--- config.mk ---
export PLATFORM = sky130hd
export DESIGN_NAME = ss_sequencer
export DESIGN_NICKNAME = d
export VERILOG_FILES = /design/src/rtl/ss_sequencer_pkg.sv /design/src/rtl/ss_sequencer_m2_sync.sv /design/src/rtl/ss_sequencer.sv
export SDC_FILE = /design/constraint.sdc
export NUM_CORES = 1
export LEC_CHECK = 0
export ABC_AREA = 1
export CORE_AREA = 2 2 98 62
export CTS_CLUSTER_DIAMETER = 30
export DETAILED_ROUTE_END_ITERATION = 10
export DIE_AREA = 0 0 100 64
export PLACE_DENSITY = 0.67
export SETUP_SLACK_MARGIN = 0.05
export SLEW_MARGIN = 0
export SYNTH_ARGS = -nofsm -noshare
export SYNTH_HDL_FRONTEND = slang
export SYNTH_SLANG_ARGS = --single-unit
--- constraint.sdc ---
create_clock -name clk -period 4.3 [get_ports clk]
set_input_delay 0.86 -clock clk [delete_from_list [all_inputs] [get_ports clk]]
set_output_delay 0.86 -clock clk [all_outputs]
set_load 0.005 [all_outputs]
--- src/rtl/ss_sequencer_pkg.sv ---
// ss_sequencer_pkg: shared state encoding and default sizes for the save-state sequencer
package ss_sequencer_pkg;
  typedef enum logic [2:0] {IDLE, S_SET, S_CAP, L_RD, L_HI, L_LO, FIN} state_t;
  localparam int SS_REG_COUNT = 256;
  localparam logic [7:0] SS_IDX_LAST = 8'(SS_REG_COUNT - 1);
endpackage

--- src/rtl/ss_sequencer_m2_sync.sv ---
// ss_sequencer_m2_sync: 2-flop m2 synchroniser (clk, rst_n, m2 in) with registered rise/fall pulses out
module ss_sequencer_m2_sync (
  input  logic clk,
  input  logic rst_n,
  input  logic m2,
  output logic rise,
  output logic fall
);
  logic [2:0] s;
  always_ff @(posedge clk or negedge rst_n)
    if (!rst_n) begin
      s <= '0;
      rise <= 1'b0;
      fall <= 1'b0;
    end else begin
      s <= {s[1:0], m2};
      rise <= s[1] & ~s[2];
      fall <= ~s[1] & s[2];
    end
endmodule

--- src/rtl/ss_sequencer.sv ---
// ss_sequencer: dumps mapper regs to a 256-byte buffer or restores them paced to M2 (host start/busy/done/err, buffer port, mapper ss_* port)
module ss_sequencer
  import ss_sequencer_pkg::*;
#(
  parameter int REG_COUNT = SS_REG_COUNT,
  parameter int M2_TIMEOUT = 4096
) (
  input  logic       clk,
  input  logic       rst_n,
  input  logic       m2,
  input  logic       start_save,
  input  logic       start_load,
  output logic       busy,
  output logic       done,
  output logic       err,
  output logic [7:0] buf_addr,
  output logic       buf_we,
  output logic [7:0] buf_wdat,
  input  logic [7:0] buf_rdat,
  output logic       ss_act,
  output logic       ss_we,
  output logic [7:0] ss_addr,
  output logic [7:0] ss_wdat,
  input  logic [7:0] ss_rdat
);
  localparam logic [7:0] LAST = 8'(REG_COUNT - 1);
  localparam int TW = $clog2(M2_TIMEOUT + 1);
  state_t state, state_nx;
  logic [7:0] idx, idx_nx;
  logic [TW-1:0] tcnt;
  logic rise, fall, last, wait_st, tmo;
  ss_sequencer_m2_sync u_m2_sync (.clk(clk), .rst_n(rst_n), .m2(m2), .rise(rise), .fall(fall));
  assign last = idx == LAST;
  assign wait_st = state == L_HI || state == L_LO;
  assign tmo = wait_st && tcnt == TW'(M2_TIMEOUT - 1);
  always_comb begin
    state_nx = state;
    idx_nx = idx;
    case (state)
      IDLE: state_nx = start_save ? S_SET : start_load ? L_RD : IDLE;
      S_SET: state_nx = S_CAP;
      S_CAP: begin
        state_nx = last ? FIN : S_SET;
        idx_nx = last ? idx : idx + 8'd1;
      end
      L_RD: state_nx = L_HI;
      L_HI: state_nx = tmo ? IDLE : rise ? L_LO : L_HI;
      L_LO: begin
        state_nx = tmo ? IDLE : !fall ? L_LO : last ? FIN : L_RD;
        idx_nx = (!tmo && fall && !last) ? idx + 8'd1 : idx;
      end
      FIN: state_nx = IDLE;
      default: state_nx = IDLE;
    endcase
    if (state_nx == IDLE) idx_nx = '0;
  end
  always_ff @(posedge clk or negedge rst_n)
    if (!rst_n) begin
      state <= IDLE;
      idx <= '0;
      tcnt <= '0;
      ss_wdat <= '0;
      done <= 1'b0;
      err <= 1'b0;
    end else begin
      state <= state_nx;
      idx <= idx_nx;
      tcnt <= (state_nx != state) ? '0 : tcnt + TW'(1);
      if (state == L_RD) ss_wdat <= buf_rdat;
      done <= state == FIN || tmo;
      err <= (state == IDLE && (start_save || start_load)) ? 1'b0 : err | tmo;
    end
  // During L_LO the buffer address runs one ahead so the registered read of the next byte is ready by L_RD.
  assign buf_addr = (state == L_LO) ? idx + 8'd1 : idx;
  assign busy = state != IDLE;
  assign ss_act = state != IDLE && state != FIN;
  assign ss_we = wait_st;
  assign buf_we = state == S_CAP;
  assign buf_wdat = buf_we ? ss_rdat : '0;
  assign ss_addr = idx;
endmodule
==> flow_summary.ini, run 1 <==
[timing]
rsz0062_at_grt = no
fin_crit_ns = 2.97
setup_violations = 0
hold_violations = 0
final.period_utilization = 0.691
maxSlewHeadroom = 0.432
tightest_slew_ns = 0.852
fmaxAchievable_mhz = 337
finalSetupTns_ns = 0
finalMaxSlewViolations = 0
clock_skew_ns = 0.00836

[clock_network]
cts-resized-gates = 0
root_buffer = clkbuf_8
clk_pin_slew_worst_paths_ns = 0.08
cts_buffer_depth = 2
h-tree-depth = 2
cts_setup_buffers = 0
postCtsHoldBufs = 0
cts_inserted_buffers = 5
clock_sinks = 39
clock_latency_ns = 0.29
cts_tree = built

[placement]
gp_congestion = 0.804
io_buffers = 58
postPlaceCellArea_mm2 = 0.00276
dp_hpwl_mm = 3.42

[route]
remaining_drc_errors = 0
dr_wl_met3_um = 344
avgRoutedWirePerCell_um = 11.4
drt_first_pass_iters = 6
drtIter0Drc = 117
routed_wl_mm = 4.56
vias_per_cell = 4.58
m1WireLength_mm = 2.47
ant_nets = 0
top_layer = met4
vias = 1828
wl_met2_mm = 1.71

[yosys]
synth_cell_types = 25
yosys_warnings = 0
synth.net_count = 291
syn_avg_cell_area_um2 = 7.95
seq_area_frac_synth = 0.458
ys_ff_latch = 39
synth_cells = 268
synth.cell_area_mm2 = 0.00213

[floorplan]
start_util = 0.390
fp.dieW_um = 100
ios = 59
dieArea_mm2 = 0.00640
design.core.area_mm2 = 0.00547
die_h_um = 64
rows = 21

[layout]
fin_area_mm2 = 0.00286
n_antenna_cell = 0
finish.net_count = 352
fill_cells = 546
syn_to_final_growth_pct = 34.1
fin_util = 0.523
drive_above_1_share = 0.118

[setup_path]
cp_cell_sequence = nand3_1, o21ai_0, clkdlybuf4s50_1
path_max_fanout = 12
ff2ff_setup_slack_ns = 2.02
crit_family = buffers and inverters
arrival_ns = 2.11
critPathLaunchType = register
crit_path_max_incr_delay_ns = 0.55
critPathCaptureType = output pin
critical_path_class = register to output pin
critical_path_buf_inv_count = 1
required_ns = 3.44
slowest_stage = clkdlybuf4s50_1

[global_route]
grt.total_usage = 0.160
grt_antenna_before_repair = 0
grt_pass1_vias = 1775
grt-ovfl-total = 0
grt_pass1_wl_mm = 8.17
grt_max_degree = 40

[power]
p_leak_nw = 1.35
p_per_area_mw_per_mm2 = 503
peakVddDrop_uv = 327

[hold_path]
min-delay-path-class = register to register

[run]
maxCapViolCount = 0

[outcome]
status = completed
where the power goes:
part	switching [W]	total [W]	internal, W
sequential	0.0000685	0.000507	0.000438
clock	0.000132	0.000262	0.000131
combinational	0.000382	0.000669	0.000286
total	0.000582	0.00144	0.000856
worst paths after layout:
check / endpoint / cells after the start / startpoint
max: buf_addr[4] / 3 / state[0]$_DFF_PN0_
min: u_m2_sync.s[1]$_DFF_PN0_ / 0 / u_m2_sync.s[0]$_DFF_PN0_
max reg2reg: tcnt[12]$_DFF_PN0_ / 7 / state[0]$_DFF_PN0_
min reg2reg: u_m2_sync.s[1]$_DFF_PN0_ / 0 / u_m2_sync.s[0]$_DFF_PN0_
max in group asynchronous: tcnt[0]$_DFF_PN0_ / 1 / rst_n
min in group asynchronous: tcnt[3]$_DFF_PN0_ / 1 / rst_n
per-layer routing:
metal,GRT usage,up-vias
li1,-,948
met4,0.0360,0
met3,0.0503,4
met2,0.220,58
met1,0.244,818
met5,0,-
through the flow:
step | total power, W | std cells | worst slack (ns) | hold slack (ns)
floorplan | 0.000915 | 268 | 2.27 | 0.331
global placement | 0.00118 | 391 | 1.50 | 0.332
detailed placement | 0.00119 | 391 | 1.50 | 0.356
CTS | 0.00145 | 399 | 1.33 | 0.375
global route | 0.00156 | 399 | 1.15 | 0.378
finish | 0.00144 | 399 | 1.33 | 0.367
flip-flops by register name, indices dropped and copies added, names as in the netlist:
name	count
err	1
u_m2_sync.fall	1
u_m2_sync.s	3
done	1
state	3
ss_wdat	8
ss_addr	8
u_m2_sync.rise	1
tcnt	13
cell families (layout without fill, tap and decap cells):
logic type | after synthesis | after routing | synth area share
adder cells (fa/ha/maj) | 2 | 2 | 0.0117
buffers and inverters | 44 | 106 | 0.0875
AO/OA/AOI/OAI | 14 | 14 | 0.0364
XOR/XNOR | 18 | 18 | 0.0740
flip-flops | 39 | 39 | 0.458
AND/OR/NAND/NOR | 151 | 151 | 0.332
final cells by class:
class	instances	area [µm²]	share of cell area
sequential	39	976	0.342
multi-input combinational	185	967	0.339
timing repair buffer	58	576	0.201
inverter	40	153	0.0534
tap	69	86.3	0.0302
clock buffer	6	82.6	0.0289
clock inverter	2	16.3	0.00569
synth_stat cells:
master	n	share of area
xnor2_1	5	0.021
o21ai_0	6	0.014
o21ai_1	4	0.0094
nand4_1	4	0.012
inv_1	33	0.058
nor2_4	1	0.0053
a21oi_2	2	0.0082
buf_4	1	0.0035
nand2_2	4	0.012
inv_2	6	0.011
dfrtp_1	39	0.46
nand3_1	15	0.035
clkbuf_1	1	0.0018
nor2_2	4	0.012
and2_1	1	0.0029
xor2_1	13	0.053
a21oi_1	2	0.0047
buf_6	2	0.011
nor3_1	5	0.012
nor3_2	10	0.047
nor2_1	27	0.048
ha_1	2	0.012
nand2_1	78	0.14
nand3_2	2	0.0094
inv_4	1	0.0029
cells in the final DEF (no fill, tap or decap):
cell type,synthesis,layout
buf_2,0,1
and2_1,1,1
nor3_2,10,10
nor2_1,27,27
o21ai_1,4,4
a21oi_1,2,2
nor3_1,5,5
nor2_4,1,1
nand2_2,4,4
nand3_2,2,2
nand3_1,15,15
clkinv_4,0,1
inv_1,33,33
clkinvlp_4,0,1
ha_1,2,2
nor2_2,4,4
nand4_1,4,4
nand2_1,78,78
dfrtp_1,39,39
inv_2,6,6
xor2_1,13,13
inv_4,1,1
clkbuf_8,0,6
a21oi_2,2,2
xnor2_1,5,5
o21ai_0,6,6
clkdlybuf4s50_1,0,57
No activity file was read; power rests on OpenSTA's default activity.
==> run 2, diff against run 1 <==
- clock period: 4.3 -> 2.8 ns (I/O delays scaled with it)
==> run 2 against run 1 <==
  * Clock power up 84%
  * Power up 61%
  * Via count up 1.9%
  * Flip-flop and latch count unchanged
  * Die area unchanged
  * Routed wire length up 6.4%
  * Global-route usage up 0.69 points
  * Count of clock-buffer cells in the layout down 1
  * Cell area up 1.4%
  * Worst hold slack worse by 0.0016 ns
  * First-iteration DRC count down 16%
==> flow_summary.ini, run 2 (synthesis results as in run 1) <==
[timing]
hold_violations = 0
tightest_slew_ns = 0.873
maxSlewHeadroom = 0.418
fin_crit_ns = 2.57
finalMaxSlewViolations = 0
fmaxAchievable_mhz = 390
final.period_utilization = 0.916
finalSetupTns_ns = 0
clock_skew_ns = 0.00973
rsz0062_at_grt = no
setup_violations = 0
holdWs_ns = 0.366

[global_route]
grt_max_degree = 40
grt_antenna_before_repair = 0
grt.total_usage = 0.167
grt-ovfl-total = 0
grt_pass1_vias = 1759
grt_pass1_wl_mm = 8.49

[placement]
gp_congestion = 0.903
postPlaceCellArea_mm2 = 0.00277
io_buffers = 58
dp_hpwl_mm = 3.61

[setup_path]
required_ns = 2.24
critPathLaunchType = register
cp_cell_sequence = ha_1, nand2_1, nor2_2, xnor2_1, o21ai_0, clkdlybuf4s50_1
path_max_fanout = 5
arrival_ns = 2.01
critPathCaptureType = output pin
crit_family = buffers and inverters
critical_path_buf_inv_count = 1
critical_path_class = register to output pin
slowest_stage = clkdlybuf4s50_1
crit_path_max_incr_delay_ns = 0.54

[clock_network]
clock_latency_ns = 0.29
cts_tree = built
root_buffer = clkbuf_8
cts_buffer_depth = 2
postCtsHoldBufs = 0
clk_pin_slew_worst_paths_ns = 0.09
clock_sinks = 39
cts_inserted_buffers = 5
h-tree-depth = 2

[layout]
drive_above_1_share = 0.130
fill_cells = 530
largest_reg_flops = 13
fin_area_mm2 = 0.00290
multi_input_area_um2 = 972
top_register = tcnt
seqCellArea_um2 = 977
mostFrequentLayoutCell = nand2_1
syn_to_final_growth_pct = 36.0
n_antenna_cell = 0
finish.net_count = 354
layout_common_cells = 78 x nand2_1, 56 x clkdlybuf4s50_1, 38 x dfrtp_1

[route]
drtIter0Drc = 98
drt_first_pass_iters = 4
remaining_drc_errors = 0
routed_wl_mm = 4.86
vias_per_cell = 4.65
vias = 1863
avgRoutedWirePerCell_um = 12.1
ant_nets = 0

[run]
maxCapViolCount = 0

[power]
peakVddDrop_uv = 397
p_per_area_mw_per_mm2 = 802
p_leak_nw = 1.38

[floorplan]
rows = 21
die_h_um = 64
ios = 59
fp.dieW_um = 100
start_util = 0.390
dieArea_mm2 = 0.00640
design.core.area_mm2 = 0.00547

[hold_path]
min-delay-path-class = register to register

[outcome]
status = completed
run 2: layer usage:
metal | GRT usage | part of all wire
met5 | 0 | 0
met4 | 0.0360 | 0.0049
met3 | 0.0460 | 0.074
met2 | 0.229 | 0.39
met1 | 0.260 | 0.53
run 2: repair_timing:
item,in CTS,in global routing
resized for setup,0,3
setup buffers,0,1
setup endpoints to repair,0,8
run 2: power by group:
group	internal [W]	leakage, nW	switching, W
sequential	0.000674	0.515	0.000103
clock	0.000268	0.0548	0.000212
combinational	0.000455	0.812	0.000609
total	0.00140	1.38	0.000924
run 2: final cells by class:
class	instances	area share
clock buffer	5	0.0238
multi-input combinational	185	0.336
timing repair buffer	60	0.205
clock inverter	3	0.0160
inverter	40	0.0527
sequential	39	0.337
tap	69	0.0298
run 2: per-stage QoR:
step,cells,util,power [W],setup slack (ns)
final,401,0.530,0.00232,0.235
after global routing,401,0.530,0.00250,0.0723
after CTS,400,0.527,0.00234,0.103
after detailed placement,392,0.506,0.00185,0.443
after global placement,392,0.506,0.00184,0.517
after floorplan,268,-,0.00140,1.07
run 2: path summary, 6_finish.rpt:
kind	cells after the start	to	start	slack (ns)
setup reg to reg	9	tcnt[0]$_DFF_PN0_	ss_addr[1]$_DFFE_PN0P_	0.74
setup / recovery	6	buf_addr[4]	ss_addr[1]$_DFFE_PN0P_	0.23
min in group asynchronous	1	tcnt[8]$_DFF_PN0_	rst_n	0.38
max in group asynchronous	1	ss_addr[0]$_DFFE_PN0P_	rst_n	1.81
hold reg to reg	0	u_m2_sync.s[1]$_DFF_PN0_	u_m2_sync.s[0]$_DFF_PN0_	0.37
hold / removal	0	u_m2_sync.s[1]$_DFF_PN0_	u_m2_sync.s[0]$_DFF_PN0_	0.37
==> run 3, diff against run 2 <==
- ABC_CLOCK_PERIOD_IN_PS: unset -> 2800
- SLEW_MARGIN: 0 -> unset
==> results of run 3 <==
The final DEF is identical to that of run 2; final timing and power are the same.
